`src/rtl/multiboot_sequencer.sv`:
```
// Multiboot sequencer: qualifies PLL lock before releasing sys_reset, then runs
// USB detach and a SB_WARMBOOT boot pulse for a selected image on request.
module multiboot_sequencer #(
  parameter int IMAGE_COUNT      = 4,
  parameter int DEFAULT_IMAGE    = 1,
  parameter int LOCK_CYCLES      = 1024,
  parameter int DETACH_CYCLES    = 480000,
  parameter int BOOT_HOLD_CYCLES = 4,
  parameter int CNT_W            = 20
) (
  input  logic       clk,
  input  logic       reset_n,
  input  logic       pll_lock,
  output logic       sys_reset,
  input  logic       req_valid,
  input  logic       req_auto,
  input  logic [1:0] req_image,
  output logic       req_ready,
  output logic       req_err,
  output logic       usb_pu,
  output logic [1:0] boot_sel,
  output logic       boot,
  output logic       busy
);

  typedef enum logic [1:0] {LOCKWAIT, IDLE, DETACH, BOOT} state_t;

  localparam logic [CNT_W-1:0] LOCK_MAX    = CNT_W'(LOCK_CYCLES);
  localparam logic [CNT_W-1:0] DETACH_LAST = CNT_W'(DETACH_CYCLES - 1);
  localparam logic [CNT_W-1:0] HOLD_MAX    = CNT_W'(BOOT_HOLD_CYCLES);
  localparam logic [1:0]       DEF_IMG     = 2'(DEFAULT_IMAGE);
  localparam logic [2:0]       IMG_LIMIT   = 3'(IMAGE_COUNT);

  logic             lock_meta;
  logic             lock_s;
  logic [CNT_W-1:0] lock_cnt;

  state_t           state;
  state_t           state_next;
  logic [CNT_W-1:0] cnt;
  logic [CNT_W-1:0] cnt_next;
  logic [1:0]       sel_next;
  logic [1:0]       req_idx;
  logic             err_next;
  logic             boot_next;

  // sys_reset rises the cycle after any unlocked sample, falls once the count saturates
  always_ff @(posedge clk or negedge reset_n) begin
    if (!reset_n) begin
      lock_meta <= 1'b0;
      lock_s    <= 1'b0;
      lock_cnt  <= '0;
      sys_reset <= 1'b1;
    end else begin
      lock_meta <= pll_lock;
      lock_s    <= lock_meta;
      if (!lock_s)
        lock_cnt <= '0;
      else if (lock_cnt != LOCK_MAX)
        lock_cnt <= lock_cnt + CNT_W'(1);
      sys_reset <= !(lock_s && (lock_cnt == LOCK_MAX));
    end
  end

  assign req_ready = (state == IDLE) && !sys_reset;
  assign req_idx   = req_auto ? DEF_IMG : req_image;

  always_comb begin
    state_next = state;
    cnt_next   = cnt;
    sel_next   = boot_sel;
    err_next   = 1'b0;
    case (state)
      LOCKWAIT: begin
        cnt_next = '0;
        if (!sys_reset)
          state_next = IDLE;
      end
      IDLE: begin
        if (req_valid && req_ready) begin
          if ({1'b0, req_idx} >= IMG_LIMIT) begin
            err_next = 1'b1;
          end else begin
            sel_next   = req_idx;
            cnt_next   = '0;
            state_next = DETACH;
          end
        end
      end
      DETACH: begin
        if (cnt == DETACH_LAST) begin
          cnt_next   = '0;
          state_next = BOOT;
        end else begin
          cnt_next = cnt + CNT_W'(1);
        end
      end
      BOOT: begin
        if (cnt != HOLD_MAX)
          cnt_next = cnt + CNT_W'(1);
      end
      default: state_next = LOCKWAIT;
    endcase
    // Lock loss wins over everything and keeps the previously selected image
    if (!lock_s) begin
      state_next = LOCKWAIT;
      cnt_next   = '0;
      sel_next   = boot_sel;
      err_next   = 1'b0;
    end
    boot_next = (state_next == BOOT) && (cnt_next != HOLD_MAX);
  end

  always_ff @(posedge clk or negedge reset_n) begin
    if (!reset_n) begin
      state    <= LOCKWAIT;
      cnt      <= '0;
      usb_pu   <= 1'b0;
      boot     <= 1'b0;
      boot_sel <= DEF_IMG;
      req_err  <= 1'b0;
      busy     <= 1'b0;
    end else begin
      state    <= state_next;
      cnt      <= cnt_next;
      usb_pu   <= (state_next == IDLE);
      boot     <= boot_next;
      boot_sel <= sel_next;
      req_err  <= err_next;
      busy     <= (state_next == DETACH) || (state_next == BOOT);
    end
  end

endmodule

```
`config.mk`:
```
export PLATFORM = sky130hd
export DESIGN_NAME = multiboot_sequencer
export DESIGN_NICKNAME = d
export VERILOG_FILES = /design/src/rtl/multiboot_sequencer.sv
export SDC_FILE = /design/constraint.sdc
export NUM_CORES = 1
export LEC_CHECK = 0
export ABC_AREA = 0
export BUFFER_PORTS_ARGS = -buffer_cell sky130_fd_sc_hd__clkbuf_2
export CAP_MARGIN = 20
export CORE_ASPECT_RATIO = 1.1
export CORE_UTILIZATION = 29
export CTS_CLUSTER_SIZE = 8
export DETAILED_ROUTE_END_ITERATION = 10
export GPL_ROUTABILITY_DRIVEN = 0
export PLACE_DENSITY = 0.5
export SLEW_MARGIN = 20
export SYNTH_ARGS = -nofsm -noshare
export SYNTH_HDL_FRONTEND = slang
export SYNTH_SLANG_ARGS = --single-unit
```
`constraint.sdc`:
```
create_clock -name clk -period 3.3 [get_ports clk]
set_clock_uncertainty 0.1 [all_clocks]
set_input_delay 0.33 -clock clk [delete_from_list [all_inputs] [get_ports clk]]
set_output_delay 0.33 -clock clk [all_outputs]
set_load 0.03 [all_outputs]
```
==> flow_summary.toml <==
[outcome]
status = "finished, violations left"
failed_checks = "DRC"

[setup_path]
critPathRequiredTime_ns = 3.41
path_cells = "ha_1 -> and3_1 -> and3_1 -> a21oi_4 -> nor2_4 -> o21ai_1 -> a2111o_1 -> nor4_1 -> a21oi_1"
worst_setup_path_end_kind = "register"
crit_slowest_cell = "dfrtp_1"
timing_worst_setup_path_type = "reg2reg"
cpPeakStageDelay_ns = 0.45
crit_fanout = 14
critical-path-top-cell-by-count = "and3_1"
worst_setup_path_start_kind = "register"
timing.critical_path.arrival_ns = 3.00

[routing]
drc = 2
detailedRoute.firstPassIterationCount = 7
initialDrtViolationCount = 114
routed-via-count = 2497
route.detailed.vias_per_inst = 5.31
wirelength_um = 7320
detail-route-antenna-nets = 0
average_wire_length_per_cell_after_detail_routing_um = 15.6

[timing]
hold_ws_ns = 0.0225
rsz_0062_raised_after_global_routing = "false"
tightest_slew_ns = 0.690
timing.final.hold_violations = 0
fin_tns_setup_ns = 0
max_freq_mhz = 345
final_critical_path_setup_slack_ns = 0.404
timing_max_transition_violations_final = 0
final_setup_violation_count = 0
slew-limit-headroom_pct = 54.0
post-route-min-period_ns = 2.90
final.period_utilization_pct = 87.8

[logic_synthesis]
synth.yosys.warnings = 0
area_fraction_in_compound_gates_after_synthesis_pct = 16.4
syn_area_um2 = 2920
synth_simple_gate_area_share_pct = 28.6
ff_latch_count_synth = 50
postSynth.topFlopCell = "dfrtp_1"
combinational_family_with_the_most_area_after_synthesis = "simple AND/OR/NAND/NOR gates"
synthesis.instances = 336
post_synth_main_area_contributors = "dfrtp_1 (41%), nor2_1 (5.4%), o21ai_0 (4.1%)"
synth.avg_cell_area_um2 = 8.70
dominant_cell_type_by_area_after_synthesis = "dfrtp_1"
yosysSeqAreaShare_pct = 42.9
post_synth_mux_area_share_pct = 0.342
synth.net_count = 347
yosys.area_share.adder_pct = 1.71
yosys.area_share.xor_xnor_pct = 5.39
asyncSetResetFlopFracSynth_pct = 100
yosysUniqueCellTypes = 60
synthDominantCellAreaShare_pct = 41.1
synth-edff-count = 0

[clock_network]
tritoncts.num_buffers = 5
tritoncts = "yes"
holdBufCountCts = 1
clock_latency_ns = 0.31
max-clock-path-buffers = 2
cts-htree-levels = 2
clock_sink_count = 50
cts-resized-gates = 0
clock_pin_slew_on_the_worst_setup_and_hold_paths_ns = 0.11
root_buffer = "clkbuf_8"
post-cts-setup-buffer-count = 0

[grt]
overflow = 0
antenna_found_initial = 0
grt_pass1_wl_um = 12200
grt_start_max_net_pins = 27
first_global_vias = 2458
grt_use_total_pct = 14.6

[final_layout]
finalCoreUtilization_pct = 32.8
num-fill-cells = 988
leading_cell_types_in_the_layout_fill_and_taps_excluded = "dfrtp_1 (48), nor2_1 (42), nand2_1 (29)"
n_antenna_cell = 0
finalNetCount = 360
leading_cell_type_in_the_layout_fill_and_taps_excluded = "dfrtp_1"
drive_above_1_share_pct = 11.4
synthToLayoutAreaGrowth_pct = 10.4

[pwr]
cellPowerDensity_nw_per_um2 = 350
switching_power_w = 0.000269
cell_internal_pwr_w = 0.000860
total_power_of_the_final_layout_w = 0.00113
power_switching_share_pct = 23.8
power.leakage_nw = 1.28
comb_power_share_pct = 3.3
power.share.sequential_pct = 55.1
share_clk_of_total_power_pct = 41.6
vdd_drop_max_mv = 0.134

[die]
pin_count = 15
placeableCoreArea_um2 = 9840
floorplan.die_area_um2 = 10500
floorplan.initialDensity_pct = 29.7
std_cell_rows = 38
die_y_um = 107
die_x_um = 97.7

[placed_design]
placement.io_buffers = 13
hpwl_um = 5310
place_ws_ns = 0.429

[flow_run]
drv_cap = 0

[min_path]
worst_hold_path_type = "in2reg"
-- cell usage after synthesis (3+ instances only) --
library cell,number
or2_2,4
o21ai_0,24
xor2_1,12
a21oi_1,15
xnor2_1,6
or2_1,3
ha_1,4
buf_2,7
nor3_1,9
nand4_1,15
dfrtp_1,48
nand2_1,29
and4_1,4
inv_1,15
nand3_1,17
o31ai_1,4
or3_1,8
and2_1,4
and3_1,4
o22ai_1,7
nor2_1,42
nor4_1,7
nor4b_1,3
-- layout make-up --
class                      count  area [µm²]  share of cell area (%)
multi-input combinational    258        1540                    47.6
inverter                      15        56.3                    1.75
sequential                    50        1250                    38.9
tap                          120         150                    4.65
clock inverter                 3        47.5                    1.47
timing repair buffer          19         113                    3.49
clock buffer                   5        68.8                    2.13
-- state kept, by name, indices dropped and copies added, names as in the netlist --
name / count
boot: 1
lock_meta: 1
lock_s: 1
busy: 1
cnt: 20
usb_pu: 1
sys_reset: 1
boot_sel: 2
lock_cnt: 20
state: 2
-- cell families (layout without fill, tap and decap cells) --
family,Yosys count,count (layout)
compound gates,74,74
flops,50,50
xor+xnor,18,18
buf+inv,28,42
simple gates,160,160
fa+ha+maj,4,4
mux,1,1
other cells,1,1
-- per-stage QoR --
stage               std cells  cell area [µm²]
floorplan                 336             2920
global placement          461             3100
detailed placement        461             3100
CTS                       470             3230
global route              470             3230
finish                    470             3230
-- power by group through the flow --
stage	registers (W)	logic [W]	clock network, W
3_3_place_gp	0.000634	0.0000382	0
6_report	0.000622	0.0000375	0.000470
3_5_place_dp	0.000634	0.0000393	0
2_1_floorplan	0.000632	0.0000174	0
4_1_cts	0.000622	0.0000401	0.000488
5_1_grt	0.000623	0.0000442	0.000510
-- layer usage --
layer	track usage [%]	wire, µm
met1	18.7	3320
met2	24.9	3590
met3	2.53	285
met4	4.98	123
met5	0	0
-- final timing paths --
path | start | endpoint | slack, ns | cells past startpoint
max in group asynchronous | reset_n | sys_reset | 1.91 | 3
setup reg to reg | cnt[0] | boot | 0.40 | 9
setup / recovery | cnt[0] | boot | 0.40 | 9
hold / removal | pll_lock | lock_meta | 0.02 | 1
hold reg to reg | lock_meta | lock_s | 0.26 | 0
min in group asynchronous | reset_n | cnt[6] | 0.48 | 2
-- critical path, delay by kind of cell, from the launching register on --
kind            cells  cell delay [ns]
simple gates        4             1.15
fa+ha+maj           1             0.27
compound gates      4             0.81
flops               1             0.45
Note: power is estimated with default switching activity, not from simulation.
